===== src/rtl/fetch_ctrl_pkg.sv =====
// fetch_ctrl_pkg: PC update commands, fetch FSM states and the fetch timeout limit shared with pc
package fetch_ctrl_pkg;
  localparam logic [1:0] PC_INC_NORMAL = 2'b00;
  localparam logic [1:0] PC_INC_BRANCH = 2'b01;
  localparam logic [1:0] PC_INC_JUMP   = 2'b10;
  localparam logic [1:0] PC_INC_STOP   = 2'b11;
  localparam logic [3:0] WAIT_LIMIT    = 4'd15;
  typedef enum logic [2:0] {
    S_FETCH,
    S_WAIT,
    S_ISSUE,
    S_RESOLVE,
    S_STEP,
    S_HALT
  } state_e;
endpackage


===== src/rtl/fetch_ctrl.sv =====
// fetch_ctrl: single-issue fetch/issue/retire sequencer driving the PC update command
module fetch_ctrl
  import fetch_ctrl_pkg::*;
(
  input  logic        clk,
  input  logic        clr,
  input  logic [31:0] current_pc,
  output logic [1:0]  pc_inc_type,
  output logic        imem_req,
  output logic [31:0] imem_addr,
  input  logic        imem_ack,
  input  logic [31:0] imem_rdata,
  output logic [31:0] instr,
  output logic        instr_valid,
  input  logic        instr_ready,
  input  logic        flow_valid,
  input  logic [1:0]  flow_type,
  input  logic        halt_req,
  output logic        halted,
  output logic        fault,
  output logic [31:0] retired_count
);
  state_e      state_q, state_d;
  logic [1:0]  pc_inc_q, pc_inc_d;
  logic        req_q, req_d;
  logic [31:0] addr_q, addr_d;
  logic [31:0] instr_q, instr_d;
  logic        valid_q, valid_d;
  logic        halted_q, halted_d;
  logic        fault_q, fault_d;
  logic [31:0] retired_q, retired_d;
  logic [3:0]  timer_q, timer_d;
  logic        halt_pend_q, halt_pend_d;
  // Next state and registered outputs; pc_inc_type only leaves STOP for the STEP cycle
  always_comb begin
    state_d     = state_q;
    pc_inc_d    = PC_INC_STOP;
    req_d       = req_q;
    addr_d      = addr_q;
    instr_d     = instr_q;
    valid_d     = valid_q;
    halted_d    = halted_q;
    fault_d     = fault_q;
    retired_d   = retired_q;
    timer_d     = timer_q;
    halt_pend_d = halt_pend_q;
    case (state_q)
      S_FETCH: begin
        addr_d  = current_pc;
        req_d   = 1'b1;
        timer_d = '0;
        state_d = S_WAIT;
      end
      S_WAIT:
        if (imem_ack) begin
          instr_d = imem_rdata;
          valid_d = 1'b1;
          req_d   = 1'b0;
          state_d = S_ISSUE;
        end else if (timer_q == WAIT_LIMIT) begin
          req_d    = 1'b0;
          fault_d  = 1'b1;
          halted_d = 1'b1;
          state_d  = S_HALT;
        end else timer_d = timer_q + 4'd1;
      S_ISSUE:
        if (instr_ready) begin
          valid_d = 1'b0;
          state_d = S_RESOLVE;
        end
      S_RESOLVE:
        if (flow_valid) begin
          pc_inc_d    = flow_type;
          retired_d   = retired_q + 32'd1;
          halt_pend_d = halt_req;
          state_d     = S_STEP;
        end
      S_STEP: begin
        halted_d = halt_pend_q;
        state_d  = halt_pend_q ? S_HALT : S_FETCH;
      end
      S_HALT: begin
        req_d    = 1'b0;
        valid_d  = 1'b0;
        halted_d = 1'b1;
      end
      default: state_d = S_FETCH;
    endcase
  end
  // State register; clr overrides every transition
  always_ff @(posedge clk) begin
    if (clr) begin
      state_q     <= S_FETCH;
      pc_inc_q    <= PC_INC_STOP;
      req_q       <= 1'b0;
      addr_q      <= '0;
      instr_q     <= '0;
      valid_q     <= 1'b0;
      halted_q    <= 1'b0;
      fault_q     <= 1'b0;
      retired_q   <= '0;
      timer_q     <= '0;
      halt_pend_q <= 1'b0;
    end else begin
      state_q     <= state_d;
      pc_inc_q    <= pc_inc_d;
      req_q       <= req_d;
      addr_q      <= addr_d;
      instr_q     <= instr_d;
      valid_q     <= valid_d;
      halted_q    <= halted_d;
      fault_q     <= fault_d;
      retired_q   <= retired_d;
      timer_q     <= timer_d;
      halt_pend_q <= halt_pend_d;
    end
  end
  assign pc_inc_type   = pc_inc_q;
  assign imem_req      = req_q;
  assign imem_addr     = addr_q;
  assign instr         = instr_q;
  assign instr_valid   = valid_q;
  assign halted        = halted_q;
  assign fault         = fault_q;
  assign retired_count = retired_q;
endmodule


===== config.mk =====
export PLATFORM = sky130hd
export DESIGN_NAME = fetch_ctrl
export DESIGN_NICKNAME = d
export VERILOG_FILES = /design/src/rtl/fetch_ctrl_pkg.sv /design/src/rtl/fetch_ctrl.sv
export SDC_FILE = /design/constraint.sdc
export NUM_CORES = 1
export LEC_CHECK = 0
export CORE_ASPECT_RATIO = 0.8
export CORE_MARGIN = 5
export CORE_UTILIZATION = 47
export CTS_BUF_LIST = sky130_fd_sc_hd__clkbuf_4 sky130_fd_sc_hd__clkbuf_8 sky130_fd_sc_hd__clkbuf_16
export DETAILED_ROUTE_END_ITERATION = 6
export PLACE_DENSITY = 0.85
export SLEW_MARGIN = 25
export SYNTH_ARGS = -nofsm -noshare
export SYNTH_HDL_FRONTEND = slang
export SYNTH_SLANG_ARGS = --single-unit

===== constraint.sdc =====
create_clock -name clk -period 4.35 [get_ports clk]
set_input_delay 0.87 -clock clk [delete_from_list [all_inputs] [get_ports clk]]
set_output_delay 0.87 -clock clk [all_outputs]
set_load 0.05 [all_outputs]

==> results by group <==
Yosys
  • Area contributors post-synth: dfxtp_1, nand2_1, a21oi_1, clkbuf_1, nor2_1
  • Commonest register cell after synthesis: dfxtp_1
  • Flops & latches, synth: 110
  • Post-synth EDFFs: 0
  • Netlist Area Pre-Place: 4460 µm²
  • Post-Syn Area per Cell: 8.08 µm²
  • Seq/Total Area, Yosys: 49.4%
  • Syn Inst Count: 552
  • Yosys top cell area share: 49.4%
  • Ys async rst share: 0%
  • Largest area contributor in the netlist: dfxtp_1
  • Netlist cell types: 41
  • Syn nets: 626
  • Synth warn: 0

Drt
  • Drt first-iter violations: 296
  • Antenna viol nets, final: 0
  • Routed len/inst: 15.9 µm
  • Drt via density: 5.39
  • # DRC: 0
  • Final wirelength: 13.1 mm
  • DR vias: 4440
  • DR pass1 iterations: 5

Floorplanning
  • Initial Util: 48.7%
  • Die W: 119 µm
  • Core Region: 9150 µm²
  • Die Ht: 97.1 µm
  • # rows: 31
  • Die area: 11500 µm²
  • I/O pins: 174

Worst setup path
  • CP max FO: 21
  • Setup CP Type: in -> reg
  • Slowest stage delay, CP: 540 ps
  • Type of destination of the critical path: flop
  • Type of origin of the critical path: primary input
  • Slowest CP cell: clkdlybuf4s50_1
  • Crit-path cells: clkdlybuf4s50_1, and4b_1, nand4_2, nor4_1, mux2_1
  • Critical Path AT: 3100 ps
  • WP data required: 4580 ps

GRT
  • Global-route usage over all layers: 22.2%
  • Maximum number of pins on one net before global-route repair: 120
  • Initial antenna violation count: 0
  • Grt total ovfl: 0
  • First-pass GRT wire length: 21.2 mm
  • Vias in the first global route: 4306

Clocking
  • CTS tree: built
  • Hold buffer count at cts: 0
  • Post-CTS Setup Inserts: 0
  • Max Buffers Root-to-Sink: 2
  • Num CTS Buffers: 9
  • Clock-pin slew on the worst setup and hold paths: 70 ps
  • Clock root buffer master: clkbuf_16
  • Clk sink count: 110
  • PostCTS Resize Cnt: 0
  • Worst-Skew Late Latency: 350 ps
  • H-tree depth: 3

Placement
  • Final HPWL DP: 9.04 mm
  • Final GP Congestion: 0.776
  • IO buf count: 173
  • Placed Cells: 807

Timing
  • Setup TNS: 0 ps
  • RSZ-0062 raised after global routing: false
  • Slew Limit Fails: 0
  • Slew Limit Headroom: 40.3%
  • # setup viols final: 0
  • Final hold vios: 0
  • Fin Clk Skew: 4.88 ps
  • Minimum clock period after layout: 2870 ps
  • FMAX: 349 MHz
  • Worst slew pin tran: 896 ps
  • Tcrit/Tclk final: 65.9%

Power and ir drop
  • PD cells: 387 nW/µm²
  • Leak pwr: 0.00233 µW
  • Max VDD drop: 0.298 mV

Finish
  • Antenna Cells: 0
  • Layout Area Growth over Synthesis: 48.1%
  • Layout cell share with drive strength beyond 1: 4.24%
  • # nets final: 777
  • Final instance count without filler cells: 823

Outcome
  • Status: finished, final reports clean

Job
  • MaxCap Viol Count: 0

Min path
  • Worst min path class: reg -> reg
[cell type report]
cell class | instances | area (µm²)
clock buffer | 10 | 239
clock inverter | 6 | 133
fill | 699 | 2550
inverter | 8 | 30.0
multi-input combinational | 397 | 2090
sequential | 110 | 2200
tap | 115 | 144
timing repair buffer | 177 | 1760
[final timing paths]
path	from	end	slack, ps	depth (start not counted)
setup / recovery	flow_valid	retired_count[26]	1480	5
hold / removal	instr[22]	instr[22]	450	2
hold reg to reg	instr[22]	instr[22]	450	2
setup reg to reg	state_q[0]	retired_count[26]	1760	4
[worst max-delay path, delay by kind of cell]
family        cells  cell delay (ps)
simple gates      3             1310
mux               1              380
buf+inv           1              540
[per-stage QoR]
stage	instance area, µm²	utilization [%]	worst slack (ps)	hold WS [ps]	total power, µW
6_report	6600	72.1	1480	454	2560
5_1_grt	6600	72.1	1360	465	2650
4_1_cts	6600	72.1	1500	455	2570
2_1_floorplan	4460	-	2100	460	1390
3_5_place_dp	6230	68.1	1140	446	1580
3_3_place_gp	6230	68.0	1300	441	1560
[cells in the final DEF, fill, tap and decap left out, types with 4 or more instances in the layout]
cell type          n
o31ai_1           11
nor4_1            14
nor2_1            27
nand2_1          150
clkdlybuf4s50_1  172
inv_1              8
nand3_1           14
nor3_1             4
or4_1             10
mux2_1             8
nor2b_1           11
nand4_1            7
and4_1             5
bufinv_16          4
buf_4              4
a21oi_1           89
xnor2_1            8
dfxtp_1          110
clkbuf_16          9
or3_1              5
[per-layer routing]
| layer | vias up | wire length [µm] | GRT usage [%] |
|---|---|---|---|
| met5 | - | 0 | 0 |
| met4 | 0 | 326 | 8.37 |
| met3 | 20 | 1230 | 9.55 |
| met2 | 159 | 6390 | 37.9 |
| met1 | 2070 | 5120 | 24.5 |
| li1 | 2191 | - | - |
[cell usage after synthesis, types with 2 or more instances]
cell and count:
a211oi_1 2, a21oi_1 89, and2_1 2, and3_1 2
and4_1 5, buf_1 5, buf_2 2, clkbuf_1 29
dfxtp_1 110, ha_1 2, inv_1 8, mux2_1 8
mux2_2 2, nand2_1 150, nand3_1 14, nand3b_1 2
nand4_1 7, nor2_1 27, nor2b_1 11, nor3_1 6
nor4_1 14, o21ai_0 3, o31ai_1 11, or3_1 6
or4_1 10, xnor2_1 8, xor2_1 3
[state kept, by name, indices dropped and copies added, names as in the netlist, 2 cells and up]
register,count
timer_q,4
retired_count,32
state_q,3
imem_addr,32
instr,32
pc_inc_type,2
[report_power, final]
part | switching, µW | internal [µW] | total, µW | leakage (µW)
sequential | 33.1 | 1060 | 1090 | 0.000896
combinational | 291 | 172 | 463 | 0.00126
clock | 370 | 636 | 1010 | 0.000179
total | 694 | 1860 | 2560 | 0.00233
[kinds of logic after synthesis]
logic type / share of synthesized area [%]
flip-flops: 49.4
AO/OA/AOI/OAI: 13.7
XOR/XNOR: 2.16
AND/OR/NAND/NOR: 27.7
multiplexers: 2.53
adder cells (fa/ha/maj): 0.561
buffers and inverters: 3.93
(Power assumes the default switching activity.)
